==> src/rtl/serial_adder_pkg.sv <==
// Shared constants for the 8-bit serial adder datapath: default widths and
// the FSM encodings used by the receive-side deserializer.
package serial_adder_pkg;

    localparam int DATA_WIDTH_DEF = 8;
    localparam int CNT_WIDTH_DEF  = 4;

    localparam logic [1:0] ST_IDLE    = 2'b00;
    localparam logic [1:0] ST_COLLECT = 2'b01;
    localparam logic [1:0] ST_HOLD    = 2'b10;

endpackage : serial_adder_pkg

==> src/rtl/bit_up_counter.sv <==
// Bit-position up-counter for the deserializer; clear wins over enable.
module bit_up_counter #(
    parameter int CNT_WIDTH = 4
) (
    input  logic                 i_clk,
    input  logic                 reset,
    input  logic                 clr,
    input  logic                 en,
    output logic [CNT_WIDTH-1:0] count
);

    logic [CNT_WIDTH-1:0] count_q;
    logic [CNT_WIDTH-1:0] count_d;

    // next-count selection
    always_comb begin
        count_d = count_q;
        if (clr) begin
            count_d = {CNT_WIDTH{1'b0}};
        end else if (en) begin
            count_d = count_q + {{(CNT_WIDTH-1){1'b0}}, 1'b1};
        end else begin
            count_d = count_q;
        end
    end

    // count register
    always_ff @(posedge i_clk) begin
        if (reset) begin
            count_q <= {CNT_WIDTH{1'b0}};
        end else begin
            count_q <= count_d;
        end
    end

    assign count = count_q;

endmodule : bit_up_counter

==> src/rtl/serial_sum_deserializer.sv <==
// Receive side of the serial adder: gathers LSB-first sum bits and the final
// carry into a parallel word and offers it downstream via valid/ready.
module serial_sum_deserializer
    import serial_adder_pkg::*;
#(
    parameter int DATA_WIDTH = DATA_WIDTH_DEF,
    parameter int CNT_WIDTH  = CNT_WIDTH_DEF
) (
    input  logic                  i_clk,
    input  logic                  reset,
    input  logic                  start,
    input  logic                  bit_valid,
    input  logic                  sum_bit,
    input  logic                  carry_in,
    input  logic                  out_ready,
    output logic [DATA_WIDTH-1:0] sum_out,
    output logic                  carry_out,
    output logic                  out_valid,
    output logic                  busy,
    output logic                  overrun
);

    localparam logic [CNT_WIDTH-1:0] LAST_IDX = CNT_WIDTH'(DATA_WIDTH - 1);

    logic [1:0]            state_q, state_d;
    logic [DATA_WIDTH-1:0] shift_q, shift_d;
    logic [DATA_WIDTH-1:0] sum_q, sum_d;
    logic                  carry_q, carry_d;
    logic                  ovr_q, ovr_d;
    logic                  valid_q;
    logic                  busy_q;
    logic                  cnt_clr_s;
    logic                  cnt_en_s;
    logic [CNT_WIDTH-1:0]  cnt_s;
    logic [DATA_WIDTH-1:0] shifted_s;

    bit_up_counter #(
        .CNT_WIDTH (CNT_WIDTH)
    ) u_cnt (
        .i_clk (i_clk),
        .reset (reset),
        .clr   (cnt_clr_s),
        .en    (cnt_en_s),
        .count (cnt_s)
    );

    assign shifted_s = {sum_bit, shift_q[DATA_WIDTH-1:1]};

    // FSM next-state, shift register and output capture
    always_comb begin
        state_d   = state_q;
        shift_d   = shift_q;
        sum_d     = sum_q;
        carry_d   = carry_q;
        ovr_d     = ovr_q;
        cnt_clr_s = 1'b0;
        cnt_en_s  = 1'b0;
        case (state_q)
            ST_IDLE: begin
                if (start) begin
                    shift_d   = {DATA_WIDTH{1'b0}};
                    cnt_clr_s = 1'b1;
                    state_d   = ST_COLLECT;
                end else if (bit_valid) begin
                    ovr_d = 1'b1;
                end else begin
                    state_d = ST_IDLE;
                end
            end
            ST_COLLECT: begin
                // start aborts the partial word and drops this cycle's bit
                if (start) begin
                    shift_d   = {DATA_WIDTH{1'b0}};
                    cnt_clr_s = 1'b1;
                end else if (bit_valid) begin
                    shift_d = shifted_s;
                    if (cnt_s == LAST_IDX) begin
                        sum_d     = shifted_s;
                        carry_d   = carry_in;
                        cnt_clr_s = 1'b1;
                        state_d   = ST_HOLD;
                    end else begin
                        cnt_en_s = 1'b1;
                    end
                end else begin
                    state_d = ST_COLLECT;
                end
            end
            ST_HOLD: begin
                if (bit_valid) begin
                    ovr_d = 1'b1;
                end else begin
                    ovr_d = ovr_q;
                end
                if (out_ready) begin
                    if (start) begin
                        shift_d   = {DATA_WIDTH{1'b0}};
                        cnt_clr_s = 1'b1;
                        state_d   = ST_COLLECT;
                    end else begin
                        state_d = ST_IDLE;
                    end
                end else begin
                    state_d = ST_HOLD;
                end
            end
            default: begin
                state_d   = ST_IDLE;
                cnt_clr_s = 1'b1;
            end
        endcase
    end

    // state, datapath and registered status outputs
    always_ff @(posedge i_clk) begin
        if (reset) begin
            state_q <= ST_IDLE;
            shift_q <= {DATA_WIDTH{1'b0}};
            sum_q   <= {DATA_WIDTH{1'b0}};
            carry_q <= 1'b0;
            ovr_q   <= 1'b0;
            valid_q <= 1'b0;
            busy_q  <= 1'b0;
        end else begin
            state_q <= state_d;
            shift_q <= shift_d;
            sum_q   <= sum_d;
            carry_q <= carry_d;
            ovr_q   <= ovr_d;
            valid_q <= (state_d == ST_HOLD);
            busy_q  <= (state_d == ST_COLLECT);
        end
    end

    assign sum_out   = sum_q;
    assign carry_out = carry_q;
    assign out_valid = valid_q;
    assign busy      = busy_q;
    assign overrun   = ovr_q;

endmodule : serial_sum_deserializer
==> config.mk <==
export PLATFORM = sky130hd
export DESIGN_NAME = serial_sum_deserializer
export DESIGN_NICKNAME = d
export VERILOG_FILES = /design/src/rtl/serial_adder_pkg.sv /design/src/rtl/bit_up_counter.sv /design/src/rtl/serial_sum_deserializer.sv
export SDC_FILE = /design/constraint.sdc
export NUM_CORES = 1
export LEC_CHECK = 0
export ABC_AREA = 1
export BUFFER_PORTS_ARGS = -buffer_cell sky130_fd_sc_hd__buf_4
export CORE_MARGIN = 2
export CORE_UTILIZATION = 40
export CTS_BUF_LIST = sky130_fd_sc_hd__clkbuf_4 sky130_fd_sc_hd__clkbuf_8 sky130_fd_sc_hd__clkbuf_16
export CTS_CLUSTER_SIZE = 8
export DETAILED_ROUTE_END_ITERATION = 16
export PLACE_DENSITY = 0.61
export SETUP_SLACK_MARGIN = 0.5
export SYNTH_ARGS = -nofsm -noshare
export SYNTH_HDL_FRONTEND = slang
export SYNTH_SLANG_ARGS = --single-unit
==> constraint.sdc <==
create_clock -name i_clk -period 1.65 [get_ports i_clk]
set_clock_uncertainty 0.05 [all_clocks]
set_input_delay 0.33 -clock i_clk [delete_from_list [all_inputs] [get_ports i_clk]]
set_output_delay 0.33 -clock i_clk [all_outputs]
set_load 0.02 [all_outputs]
==> impl_metrics.env <==
export IMPL_rsz0062_at_grt="true"
export IMPL_clk_insertion_delay_late_ps=310
export IMPL_power_frac_seq_pct=62.0
export IMPL_grt_pass1_vias=965
export IMPL_cts_tree="yes"
export IMPL_cp_data_required_time_ps=1860
export IMPL_hpwl_um=1630
export IMPL_drtPass1Iterations=4
export IMPL_cp_start_kind="flop"
export IMPL_cts_root_buffer="clkbuf_4"
export IMPL_post_route_util_pct=63.4
export IMPL_worstRegToRegCells=6
export IMPL_finalMaxSlewViolations=0
export IMPL_switching_share_pct=25.4
export IMPL_synth_seq_area_share_pct=46.7
export IMPL_synthToLayoutAreaGrowth_pct=47.9
export IMPL_die_w_um=55.7
export IMPL_grt_pass1_wl_um=3910
export IMPL_nNetsFinal=189
export IMPL_status="completed"
export IMPL_antenna_found_initial=0
export IMPL_core_region_area_um2=2500
export IMPL_synth_area_um2=1070
export IMPL_max_vdd_ir_drop_v=0.000550
export IMPL_path_clk_slew_ps=140
export IMPL_synthTopCellsByArea="dfxtp_1 47%, nand2_1 12%, a21oi_1 8.4%"
export IMPL_ys_ff_latch=25
export IMPL_rows=18
export IMPL_vias=1072
export IMPL_synth_compound_area_share_pct=13.8
export IMPL_synth_top_family_by_area="simple AND/OR/NAND/NOR gates"
export IMPL_crit_type="reg -> reg"
export IMPL_synth_fa_ha_area_share_pct=1.17
export IMPL_yosysTopAreaCellShare_pct=46.7
export IMPL_power_density_nw_per_um2=623
export IMPL_syn_num_nets=150
export IMPL_setup_viol_count_final=0
export IMPL_relSlewSlack_pct=81.8
export IMPL_netlist_cell_type_count=20
export IMPL_post_route_period_util_pct=76.3
export IMPL_routedLengthMet1_um=1110
export IMPL_netlist_instances=142
export IMPL_hold_buffers=0
export IMPL_via_per_inst=5.10
export IMPL_clkPwrFrac_pct=27.8
export IMPL_synthMuxAreaShare_pct=0
export IMPL_dr_wl_met2_um=1400
export IMPL_route_met3_wl_um=89
export IMPL_cellLeakagePower_nw=0.658
export IMPL_tightest_slew_ps=271
export IMPL_postSynthAreaPerCell_um2=7.54
export IMPL_cp_arrival_ps=1470
export IMPL_hold_path_depth=3
export IMPL_wl_um=2610
export IMPL_start_util_pct=42.8
export IMPL_numPortBuffers=18
export IMPL_htree_num_levels=1
export IMPL_first_iter_violations=27
export IMPL_combPwrFrac_pct=10.1
export IMPL_finalHoldViolCount=0
export IMPL_hp_class="in -> reg"
export IMPL_drive_gt1_share_pct=47.8
export IMPL_synthXorXnorAreaFrac_pct=0
export IMPL_grt_ovfl_total=0
export IMPL_drc=0
export IMPL_yosys_area_top_type="dfxtp_1"
export IMPL_ios=19
export IMPL_track_usage_pct=15.3
export IMPL_ant_nets=0
export IMPL_post_drt_wl_per_cell_um=12.4
export IMPL_fin_crit_ps=1260
export IMPL_cts_buffers=3
export IMPL_tns_ps=0
export IMPL_cap_violations=0
export IMPL_routabilityCongestion=0.754
export IMPL_fmax_mhz=794
export IMPL_switchingPower_mw=0.251
export IMPL_synthSimpleGateAreaFrac_pct=32.0
export IMPL_diodes=0
export IMPL_cts_sinks=25
export IMPL_die_h_um=55.7
export IMPL_p_int_mw=0.736
export IMPL_grt_max_degree=21
export IMPL_clock_path_buffers=2
export IMPL_ys_warn_count=0
export IMPL_highest_layer="met4"
export IMPL_worstSetupEndpointType="flop"
export IMPL_cp_max_fo=6
export IMPL_fp_dieArea_um2=3110
==> repair_timing <==
action / in CTS / in global routing
pin swaps: 10 / 8
hold endpoints to repair: 0 / 0
setup buffers: 8 / 9
endpoints found under the setup margin: 34 / 36
gates resized for setup: 38 / 20
==> cells in the final DEF, fill, tap and decap left out, types with 6 or more instances in the layout <==
| master | count |
|---|---|
| dfxtp_2 | 12 |
| nand3_2 | 6 |
| buf_4 | 21 |
| nand3_1 | 11 |
| a21oi_1 | 14 |
| dfxtp_1 | 9 |
| nor2_1 | 6 |
| o21ai_0 | 8 |
| inv_1 | 9 |
| nand2_1 | 30 |
| buf_6 | 16 |
==> layout make-up <==
| type | instances | area (um^2) |
|---|---|---|
| fill | 234 | 916 |
| multi-input combinational | 101 | 597 |
| sequential | 25 | 531 |
| timing repair buffer | 37 | 338 |
| inverter | 13 | 53.8 |
| tap | 30 | 37.5 |
| clock buffer | 3 | 22.5 |
| clock inverter | 1 | 5.00 |
==> stage by stage <==
stage / instances / hold slack, ps / worst slack (ps) / total power, mW / instance area, um^2
after global routing: 210 / 208 / 315 / 1.02 / 1580
after detailed placement: 189 / 407 / 239 / 0.708 / 1260
after floorplan: 142 / 398 / 346 / 0.674 / 1090
after global placement: 189 / 403 / 293 / 0.707 / 1260
after CTS: 201 / 183 / 410 / 0.981 / 1460
final: 210 / 178 / 390 / 0.987 / 1580
==> sequential cells by signal, indices dropped and copies added (netlist names) <==
register and flops:
u_cnt.count 4, overrun 1, state_q 2, out_valid 1, carry_out 1, shift_q 7, sum_out 8, busy 1
==> cell families after synthesis <==
kind of cell | after synthesis
AOI/OAI and AO/OA | 29
adders and majority gates | 1
buffers and inverters | 16
and+or+nand+nor | 71
DFF | 25
==> worst paths after layout <==
check | from | endpoint | slack, ps
min | carry_in | carry_out | 180
min reg2reg | sum_out[3] | sum_out[3] | 440
max | u_cnt.count[0] | sum_out[1] | 390
max reg2reg | u_cnt.count[0] | sum_out[1] | 390
==> synth_stat cells, drive strengths merged <==
library cell and instances:
nand3 17, a211oi 1, clkbuf 2, nor2 13, dfxtp 25, a21oi 18, nand3b 2, buf 1
o21ai 10, nand2 35, inv 13, nor3 2, ha 1, nand4 2
==> critical path, stage by stage, from the launching register on <==
cell and delay (ps):
dfxtp_4 380, ha_4 150, nand4_4 90, nor2_4 220, buf_6 140, nand2_2 40, a21oi_1 120
==> per-layer routing <==
metal  vias to the layer above  global-route usage [%]
met3                         2                    4.42
met2                        20                    28.1
met1                       502                    18.0
met4                         0                    2.09
li1                        548                       -
met5                         -                       0
==> power groups by stage <==
stage | Clock, mW | Combinational [mW] | Sequential (mW)
global route | 0.296 | 0.108 | 0.614
floorplan | 0 | 0.0419 | 0.633
global placement | 0 | 0.0780 | 0.629
detailed placement | 0 | 0.0786 | 0.629
finish | 0.275 | 0.100 | 0.613
CTS | 0.279 | 0.0891 | 0.613
Power figures use the tool's default switching activity.
